## config.mk

```make
export PLATFORM = sky130hd
export DESIGN_NAME = wb_write_arbiter
export DESIGN_NICKNAME = d
export VERILOG_FILES = /design/src/rtl/wb_pkg.sv /design/src/rtl/wb_load_fifo.sv /design/src/rtl/wb_write_arbiter.sv
export SDC_FILE = /design/constraint.sdc
export NUM_CORES = 1
export LEC_CHECK = 0
export ABC_AREA = 1
export BUFFER_PORTS_ARGS = -buffer_cell sky130_fd_sc_hd__buf_2
export CAP_MARGIN = 20
export CORE_UTILIZATION = 55
export CTS_CLUSTER_SIZE = 30
export DETAILED_ROUTE_END_ITERATION = 10
export GPL_ROUTABILITY_DRIVEN = 1
export HOLD_SLACK_MARGIN = 0.1
export PLACE_DENSITY = 0.82
export SLEW_MARGIN = 20
export SYNTH_ARGS = -nofsm -noshare
export SYNTH_HDL_FRONTEND = slang
export SYNTH_SLANG_ARGS = --single-unit
```

## constraint.sdc

```tcl
create_clock -name clk -period 2.3 [get_ports clk]
set_input_delay 0.23 -clock clk [delete_from_list [all_inputs] [get_ports clk]]
set_output_delay 0.23 -clock clk [all_outputs]
set_load 0.02 [all_outputs]
```

## src/rtl/wb_pkg.sv

```systemverilog
// Shared types and constants for the write-back path into the 32x64 register file.
package wb_pkg;
  localparam int unsigned XLEN       = 64;
  localparam int unsigned REG_ADDR_W = 5;
  localparam logic [REG_ADDR_W-1:0] X0_ADDR = 5'd0;

  typedef struct packed {
    logic [REG_ADDR_W-1:0] wn;
    logic [XLEN-1:0]       wd;
  } wb_entry_t;
endpackage

```

## src/rtl/wb_load_fifo.sv

```systemverilog
// Load-result FIFO; every slot and its valid bit are visible so the issue stage
// can check pending destinations.
module wb_load_fifo
  import wb_pkg::*;
#(
  parameter int unsigned DEPTH  = 4,
  parameter int unsigned DATA_W = 64
) (
  input  logic                             clk,
  input  logic                             rst_n,
  input  logic                             i_push,
  input  logic [REG_ADDR_W-1:0]            i_push_wn,
  input  logic [DATA_W-1:0]                i_push_wd,
  input  logic                             i_pop,
  output logic [REG_ADDR_W-1:0]            o_head_wn,
  output logic [DATA_W-1:0]                o_head_wd,
  output logic                             o_full,
  output logic                             o_empty,
  output logic [DEPTH-1:0][REG_ADDR_W-1:0] o_ent_wn,
  output logic [DEPTH-1:0]                 o_ent_vld
);
  localparam int unsigned PW = $clog2(DEPTH);

  logic [DEPTH-1:0][REG_ADDR_W-1:0] r_wn;
  logic [DEPTH-1:0][DATA_W-1:0]     r_wd;
  logic [DEPTH-1:0]                 r_vld;
  logic [PW-1:0]                    r_wr_ptr;
  logic [PW-1:0]                    r_rd_ptr;
  logic [PW:0]                      r_count;
  logic                             w_push;
  logic                             w_pop;

  assign o_full    = (r_count == (PW+1)'(DEPTH));
  assign o_empty   = (r_count == '0);
  assign w_push    = i_push && !o_full;
  assign w_pop     = i_pop && !o_empty;
  assign o_head_wn = r_wn[r_rd_ptr];
  assign o_head_wd = r_wd[r_rd_ptr];
  assign o_ent_wn  = r_wn;
  assign o_ent_vld = r_vld;

  // Push and pop never target the same slot: pop requires non-empty, push non-full.
  always_ff @(posedge clk or negedge rst_n) begin
    if (!rst_n) begin
      r_wn     <= '0;
      r_wd     <= '0;
      r_vld    <= '0;
      r_wr_ptr <= '0;
      r_rd_ptr <= '0;
      r_count  <= '0;
    end else begin
      if (w_push) begin
        r_wn[r_wr_ptr]  <= i_push_wn;
        r_wd[r_wr_ptr]  <= i_push_wd;
        r_vld[r_wr_ptr] <= 1'b1;
        r_wr_ptr        <= r_wr_ptr + 1'b1;
      end
      if (w_pop) begin
        r_vld[r_rd_ptr] <= 1'b0;
        r_rd_ptr        <= r_rd_ptr + 1'b1;
      end
      if (w_push && !w_pop) begin
        r_count <= r_count + 1'b1;
      end else if (!w_push && w_pop) begin
        r_count <= r_count - 1'b1;
      end
    end
  end
endmodule

```

## src/rtl/wb_write_arbiter.sv

```systemverilog
// Merges fixed-latency ALU results and buffered load results into one registered
// register-file write per cycle. Optional starvation guard: WB_STARVE_GUARD_EN.
module wb_write_arbiter #(
  parameter int unsigned XLEN         = wb_pkg::XLEN,
  parameter int unsigned DEPTH        = 4,
  parameter int unsigned STARVE_LIMIT = 8
) (
  input  logic                        clk,
  input  logic                        rst_n,
  input  logic                        alu_valid,
  input  logic [wb_pkg::REG_ADDR_W-1:0] alu_wn,
  input  logic [XLEN-1:0]             alu_wd,
  input  logic                        ld_valid,
  output logic                        ld_ready,
  input  logic [wb_pkg::REG_ADDR_W-1:0] ld_wn,
  input  logic [XLEN-1:0]             ld_wd,
  input  logic [wb_pkg::REG_ADDR_W-1:0] chk_rn1,
  input  logic [wb_pkg::REG_ADDR_W-1:0] chk_rn2,
  output logic                        chk_hit1,
  output logic                        chk_hit2,
  output logic                        alu_stall,
  output logic                        wb_regwrite,
  output logic [wb_pkg::REG_ADDR_W-1:0] wb_wn,
  output logic [XLEN-1:0]             wb_wd
);
  import wb_pkg::*;

  if (DEPTH < 2 || (DEPTH & (DEPTH - 1)) != 0 || STARVE_LIMIT < 1) begin : g_bad_params
    $error("wb_write_arbiter: DEPTH must be a power of two >= 2 and STARVE_LIMIT >= 1");
  end

  logic                             w_full;
  logic                             w_empty;
  logic                             w_push;
  logic                             w_pop;
  logic                             w_alu_ok;
  logic                             w_alu_win;
  logic [REG_ADDR_W-1:0]            w_head_wn;
  logic [XLEN-1:0]                  w_head_wd;
  logic [DEPTH-1:0][REG_ADDR_W-1:0] w_ent_wn;
  logic [DEPTH-1:0]                 w_ent_vld;
  logic                             r_regwrite;
  logic [REG_ADDR_W-1:0]            r_wn;
  logic [XLEN-1:0]                  r_wd;

  assign ld_ready  = !w_full;
  assign w_push    = ld_valid && !w_full && (ld_wn != X0_ADDR);
  assign w_alu_win = w_alu_ok && alu_valid && (alu_wn != X0_ADDR);
  assign w_pop     = !w_empty && !w_alu_win;

  wb_load_fifo #(
    .DEPTH  (DEPTH),
    .DATA_W (XLEN)
  ) u_fifo (
    .clk       (clk),
    .rst_n     (rst_n),
    .i_push    (w_push),
    .i_push_wn (ld_wn),
    .i_push_wd (ld_wd),
    .i_pop     (w_pop),
    .o_head_wn (w_head_wn),
    .o_head_wd (w_head_wd),
    .o_full    (w_full),
    .o_empty   (w_empty),
    .o_ent_wn  (w_ent_wn),
    .o_ent_vld (w_ent_vld)
  );

  always_ff @(posedge clk or negedge rst_n) begin
    if (!rst_n) begin
      r_regwrite <= 1'b0;
      r_wn       <= '0;
      r_wd       <= '0;
    end else if (w_alu_win) begin
      r_regwrite <= 1'b1;
      r_wn       <= alu_wn;
      r_wd       <= alu_wd;
    end else if (w_pop) begin
      r_regwrite <= 1'b1;
      r_wn       <= w_head_wn;
      r_wd       <= w_head_wd;
    end else begin
      r_regwrite <= 1'b0;
    end
  end

  assign wb_regwrite = r_regwrite;
  assign wb_wn       = r_wn;
  assign wb_wd       = r_wd;

  // The head being popped this cycle is still valid, so it still reports a hit.
  always_comb begin
    chk_hit1 = 1'b0;
    chk_hit2 = 1'b0;
    for (int unsigned i = 0; i < DEPTH; i++) begin
      if (w_ent_vld[i] && (w_ent_wn[i] == chk_rn1)) chk_hit1 = 1'b1;
      if (w_ent_vld[i] && (w_ent_wn[i] == chk_rn2)) chk_hit2 = 1'b1;
    end
    if (chk_rn1 == X0_ADDR) chk_hit1 = 1'b0;
    if (chk_rn2 == X0_ADDR) chk_hit2 = 1'b0;
  end

`ifdef WB_STARVE_GUARD_EN
  localparam int unsigned SW = $clog2(STARVE_LIMIT + 1);

  logic [SW-1:0] r_starve;
  logic          r_stall;

  assign w_alu_ok  = !r_stall;
  assign alu_stall = r_stall;

  // Stall is raised on the edge where the counter reaches the limit, so the
  // following cycle forces a pop, which in turn clears the counter.
  always_ff @(posedge clk or negedge rst_n) begin
    if (!rst_n) begin
      r_starve <= '0;
      r_stall  <= 1'b0;
    end else begin
      r_stall <= 1'b0;
      if (w_empty || w_pop) begin
        r_starve <= '0;
      end else if (w_alu_win) begin
        r_starve <= r_starve + 1'b1;
        r_stall  <= (r_starve == SW'(STARVE_LIMIT - 1));
      end
    end
  end

  a_no_alu_during_stall : assert property (@(posedge clk) disable iff (!rst_n) !(r_stall && alu_valid))
    else $error("wb_write_arbiter: alu_valid presented during alu_stall is dropped");
`else
  assign w_alu_ok  = 1'b1;
  assign alu_stall = 1'b0;
`endif
endmodule
```

==> results.toml, run 1 <==
[outcome]
outcome = "complete, no violations"

[floorplan]
die_area_um2 = 31820
initial_utilization_pct = 55.94
std_cell_rows = 64
core_um2 = 30590
die_w_um = 178.4
io_pins = 226
die-height_um = 178.4

[routing]
drtPass1Iterations = 6
drt_iter0_markers = 1639
ant_nets = 0
routed_wl_um = 51580
vias_per_cell = 5.673
drc = 0
wl_per_cell_um = 17.69
vias = 16540

[timing]
timing.final.crit_share_pct = 90.96
hold_viol = 0
setup_tns_ns = 0
slew_violations = 0
max_freq_ghz = 0.4780
rsz0062_at_grt = "no"
setup_viol = 0
relSlewSlack_pct = 46.31
min_period_ns = 2.092
worst_pin_slew_ns = 0.8053
finalClockSkew_ns = 0.02469

[logic_synthesis]
synth_seq_cells = 357
syn_nets = 2357
ys.flop_type = "dfrtp_1"
synth_area_leaders = "dfrtp_1 (52%), nand2_1 (18%), o21ai_0 (11%)"
syn_area_per_cell_um2 = 7.795
yosysWarnings = 0
netlist.area_leader.share_pct = 52.21
synthArstFlopShare_pct = 100.0
synth_area_um2 = 17110
yosysTopAreaCell = "dfrtp_1"
synth_edf_count = 0
synth_cells = 2195
yosysSeqAreaShare_pct = 52.21
synth_cell_type_count = 30

[pwr]
leakagePower_uw = 0.01050
p_seq_share_pct = 36.8
p_clk_share_pct = 22.2
switchingPower_uw = 12290
p_comb_share_pct = 40.9
p_int_uw = 17050
sw_frac_of_total_pct = 41.88
ir_worst_vdd_v = 0.001049
power_density_nw_per_um2 = 1381

[placed_design]
dpl.hpwl_um = 28640
place_inst = 2702
place.gp.congestion = 0.9188
portBuffers = 224

[critical_path]
worstSetupStartpoint = "ld_wn[2]"
worstReg2RegEnd = "u_fifo.r_count[2]"
worstReg2RegStart = "u_fifo.r_count[0]"
cp-end-kind = "flop"
cp.required_ns = 2.71
endpoint = "u_fifo.r_count[1]"
crit_type = "input port to flop"
rr_worst_depth = 12
start_kind = "input port"
cp_max_fo = 8
r2r_slack_ns = 0.31
cp.arrival_ns = 2.50

[cells_and_area]
final-instance-count-excl-fill = 2916
layout_commonest_cell = "nand2_1"
nNetsFinal = 2650
final_cell_mix = "nand2_1 (800), o21ai_0 (377), dfrtp_1 (355), buf_2 (223), dlygate4sd3_1 (141)"
area_growth_pct = 24.14
drive_gt1_share_pct = 14.42

[grt]
grt_overflow = 0
grt_first_pass_wirelength_um = 83110
grt_usage_pct = 32.81
antenna_found_initial = 1
grt_pass1_vias = 16590
grt_max_degree = 94

[clock_tree]
clk_pin_slew_worst_paths_ns = 0.06
clock_path_buffers = 3
post_cts_resized = 0
numCtsBuffers = 39
clock_sinks = 357
ctsHtreeMaxLevel = 2
clock_latency_ns = 0.54
cts-root-buf = "clkbuf_16"
cts_tree = "yes"

[worst_hold_path]
hp-class = "input port to flop"

[run]
cap_violations = 0
==> Yosys cell counts (2+ instances only) <==
| cell type | count |
|---|---|
| a21oi_1 | 76 |
| buf_1 | 4 |
| buf_2 | 41 |
| buf_4 | 28 |
| buf_6 | 9 |
| clkbuf_1 | 64 |
| clkbuf_2 | 4 |
| dfrtp_1 | 357 |
| ha_1 | 9 |
| inv_1 | 106 |
| inv_2 | 6 |
| nand2_1 | 800 |
| nand3_1 | 80 |
| nor2_1 | 105 |
| nor2_2 | 3 |
| nor2_4 | 2 |
| nor3_1 | 2 |
| o21ai_0 | 377 |
| o21ai_1 | 90 |
| o21ai_2 | 20 |
| xor2_1 | 3 |
==> power groups by stage <==
stage / Combinational (uW) / Sequential (uW) / Clock [uW]
finish: 12000 / 10800 / 6510
detailed placement: 11500 / 10800 / 0
CTS: 11800 / 10700 / 6550
global route: 13400 / 11100 / 6810
global placement: 11100 / 10600 / 0
floorplan: 7470 / 11100 / 0
==> layout make-up <==
type | instances | area [um2]
tap | 396 | 495.5
clock buffer | 56 | 1141
sequential | 357 | 8941
multi-input combinational | 1575 | 6984
clock inverter | 15 | 203.9
inverter | 113 | 424.2
fill | 2262 | 9349
timing repair buffer | 402 | 3045
antenna | 2 | 5.005
==> worst min-delay path by stage <==
stage,start,endpoint,slack (ns),cells past startpoint
after global routing,ld_valid,u_fifo.r_wr_ptr[1],0.30,5
after global placement,rst_n,wb_regwrite,0.24,1
after detailed placement,rst_n,wb_wd[60],0.24,1
after floorplan,rst_n,u_fifo.o_ent_vld[0],-0.07,0
after CTS,ld_valid,u_fifo.r_wr_ptr[1],0.26,5
final,ld_valid,u_fifo.r_wr_ptr[1],0.27,5
==> repair_timing <==
item | in CTS | in global routing
hold endpoints to repair | 405 | 0
hold buffers | 141 | 0
buffers inserted | 0 | 0
==> through the flow <==
| step | setup slack (ns) | hold slack, ns | area [um2] | total power [uW] | utilization [%] |
|---|---|---|---|---|---|
| 3_5_place_dp | 0.2509 | 0.2409 | 18480 | 22250 | 60.41 |
| 6_report | 0.2079 | 0.2654 | 21240 | 29330 | 69.44 |
| 4_1_cts | 0.2523 | 0.2579 | 21240 | 29030 | 69.42 |
| 2_1_floorplan | 0.2587 | -0.06559 | 17110 | 18570 | - |
| 3_3_place_gp | 0.3099 | 0.2425 | 18480 | 21740 | 60.41 |
| 5_1_grt | 0.09376 | 0.2952 | 21240 | 31310 | 69.42 |
==> state kept, by name, summed over array words and instances (netlist names) <==
signal / count
wb_wd: 64
u_fifo.r_count: 3
u_fifo.o_ent_vld: 4
u_fifo.r_wd: 256
u_fifo.r_wr_ptr: 2
u_fifo.r_rd_ptr: 2
u_fifo.o_ent_wn: 20
wb_wn: 5
wb_regwrite: 1
==> metal layers <==
| layer | share of wire (%) | vias to the layer above | global-route usage, % |
|---|---|---|---|
| li1 | - | 7634 | - |
| met1 | 39 | 7872 | 41.30 |
| met2 | 50 | 907 | 56.40 |
| met3 | 8.4 | 129 | 5.158 |
| met4 | 2.7 | 0 | 13.21 |
| met5 | 0 | - | 0 |
==> worst max-delay path, cell delays in order <==
cell           delay [ns]
dlygate4sd3_1        0.55
buf_2                0.15
nor3_2               0.19
nand2_1              0.20
nand2_8              0.18
inv_1                0.08
ha_1                 0.19
inv_1                0.10
fa_1                 0.42
nor2_1               0.14
a21oi_1              0.07
==> cells by family (layout without fill, tap and decap cells) <==
logic type / count (synthesis) / after routing / synth area share (%)
compound gates: 563 / 563 / 16.91
fa+ha+maj: 10 / 10 / 0.7752
other cells: 1 / 3 / 0.02192
flops: 357 / 357 / 52.21
simple gates: 997 / 997 / 22.77
xor+xnor: 4 / 4 / 0.2048
buf+inv: 263 / 586 / 7.108
(Power assumes the default switching activity.)
==> inputs of run 2 (changes only) <==
==> constraint.sdc (replaced) <==
create_clock -name clk -period 2.1 [get_ports clk]
set_input_delay 0.21 -clock clk [delete_from_list [all_inputs] [get_ports clk]]
set_output_delay 0.21 -clock clk [all_outputs]
set_load 0.02 [all_outputs]
==> results.toml, run 2 (same netlist as run 1, synthesis figures left out) <==
[timing]
setup_slack_ns = -0.009361
setup_viol = 2
setup_tns_ns = -0.01687
min_period_ns = 2.109
timing.final.crit_share_pct = 100.4
relSlewSlack_pct = 23.57
worst_pin_slew_ns = 1.145
slew_violations = 0
finalClockSkew_ns = 0.01856
max_freq_ghz = 0.4741
hold_viol = 0

[cells_and_area]
final_cell_mix = "nand2_1 (799), o21ai_0 (377), dfrtp_1 (355), buf_2 (222), dlygate4sd3_1 (141)"
area_growth_pct = 25.07
drive_gt1_share_pct = 15.18
stdcell_area_um2 = 21400
n_fill_cell = 2347
largest_reg_flops = 256
seq_area_um2 = 8941
top_register = "u_fifo.r_wd"
nNetsFinal = 2673
layout_commonest_cell = "nand2_1"
multiInputGateArea_um2 = 7024
final-instance-count-excl-fill = 2935

[routing]
drc = 0
routed_wl_um = 52790
ant_nets = 0
vias = 16740
wl_per_cell_um = 17.99
drtPass1Iterations = 6
drt_iter0_markers = 1952
vias_per_cell = 5.703

[grt]
grt_usage_pct = 33.45
grt_max_degree = 91
antenna_found_initial = 2
grt_pass1_vias = 16570
grt_overflow = 0
grt_first_pass_wirelength_um = 84500

[placed_design]
placed_area_um2 = 18670
portBuffers = 224
place.gp.congestion = 0.8981
place_inst = 2716
pre_cts_slack_ns = -0.07468
dpl.hpwl_um = 28930

[critical_path]
critPathTopFamily = "simple AND/OR/NAND/NOR gates"
crit_top_cell = "nand2_1"
timing.critical_path.buf_inv = 1
start_kind = "flop"
cpMaxStageDelayCell = "nor2_2"
cp.depth = 7
cp_max_fo = 17
path_cells = "nand3_2 > and2_4 > nand2_8 > buf_4 > nor2_2 > nand2_1 > nand2_1"
crit_type = "flop to flop"
cp.required_ns = 2.54
rr_worst_depth = 7
cp.arrival_ns = 2.55
slowest_delay_ns = 0.87
cp-end-kind = "flop"

[outcome]
outcome = "finished with violations"
violations = "setup timing"

[pwr]
leakagePower_uw = 0.01058
ir_worst_vdd_v = 0.001045
power_density_nw_per_um2 = 1488

[floorplan]
io_pins = 226
core_um2 = 30590
initial_utilization_pct = 55.94
die_area_um2 = 31820
die_w_um = 178.4
die-height_um = 178.4
std_cell_rows = 64

[worst_hold_path]
worst_hold_path.num_cells = 4
hp-class = "input port to flop"

[clock_tree]
clock_path_buffers = 3
clk_pin_slew_worst_paths_ns = 0.06
cts-root-buf = "clkbuf_16"
clock_latency_ns = 0.52
numCtsBuffers = 38
cts_tree = "yes"
ctsHtreeMaxLevel = 2
clock_sinks = 357

[run]
cap_violations = 0
## run 2: cell types whose count changed in the layout (fill, tap and decap cells not counted), sizes merged
cell,before,now
buf,261,281
inv,114,113
nor2,110,114
clkinv,7,6
clkbuf,56,59
clkinvlp,3,0
bufinv,4,1
## run 2: final timing paths
check | slack (ns) | from | end
max reg2reg | -0.009 | u_fifo.r_count[2] | u_fifo.r_wd[198]
min reg2reg | 0.48 | u_fifo.r_wd[50] | u_fifo.r_wd[50]
min | 0.23 | alu_valid | u_fifo.r_rd_ptr[0]
max | -0.009 | u_fifo.r_count[2] | u_fifo.r_wd[198]
max in group asynchronous | 1.10 | rst_n | u_fifo.r_wd[143]
min in group asynchronous | 0.29 | rst_n | wb_regwrite
## run 2: what timing repair did
item | CTS | global route
pin swaps | 2 | 1
setup buffers | 1 | 5
gates resized for setup | 3 | 6
endpoints found under the hold margin | 403 | 0
cloned | 3 | 1
hold buffers | 141 | 0
setup endpoints to repair | 67 | 57
## run 2: final cells by class
cell class	instances	area share, %
diodes	2	0.02339
repair buffers	422	15.45
clock buffers	59	5.332
inverters	113	1.982
well taps	396	2.315
clock inverters	7	0.2982
flip-flops and latches	357	41.78
multi-input cells	1579	32.82
## run 2: routing by layer
layer / vias to the layer above / GRT usage, % / share of wire, %
li1: 7691 / - / -
met1: 8039 / 44.49 / 40
met2: 896 / 55.28 / 49
met3: 113 / 5.669 / 9.2
met4: 0 / 11.72 / 2.4
met5: - / 0 / 0
## run 2: stage by stage
stage | total power [uW] | hold WS [ns] | utilization, %
floorplan | 20340 | -0.08559 | -
global placement | 23910 | 0.2504 | 61.04
detailed placement | 24490 | 0.2463 | 61.04
CTS | 31430 | 0.2476 | 69.71
global route | 34040 | 0.2503 | 69.95
finish | 31840 | 0.2289 | 69.96
## run 2: worst register-to-register path, delay by kind of cell (launching register included)
family,cells,cell delay [ns]
buf+inv,1,0.17
flops,1,0.40
simple gates,6,1.49
## run 2: power by group
group          internal [uW]  total [uW]  switching, uW  leakage [uW]
Combinational           4460       13500           9050       0.00556
Sequential             10100       11800           1680       0.00442
Clock                   3850        6520           2670      0.000597
Total                  18400       31800          13400        0.0106
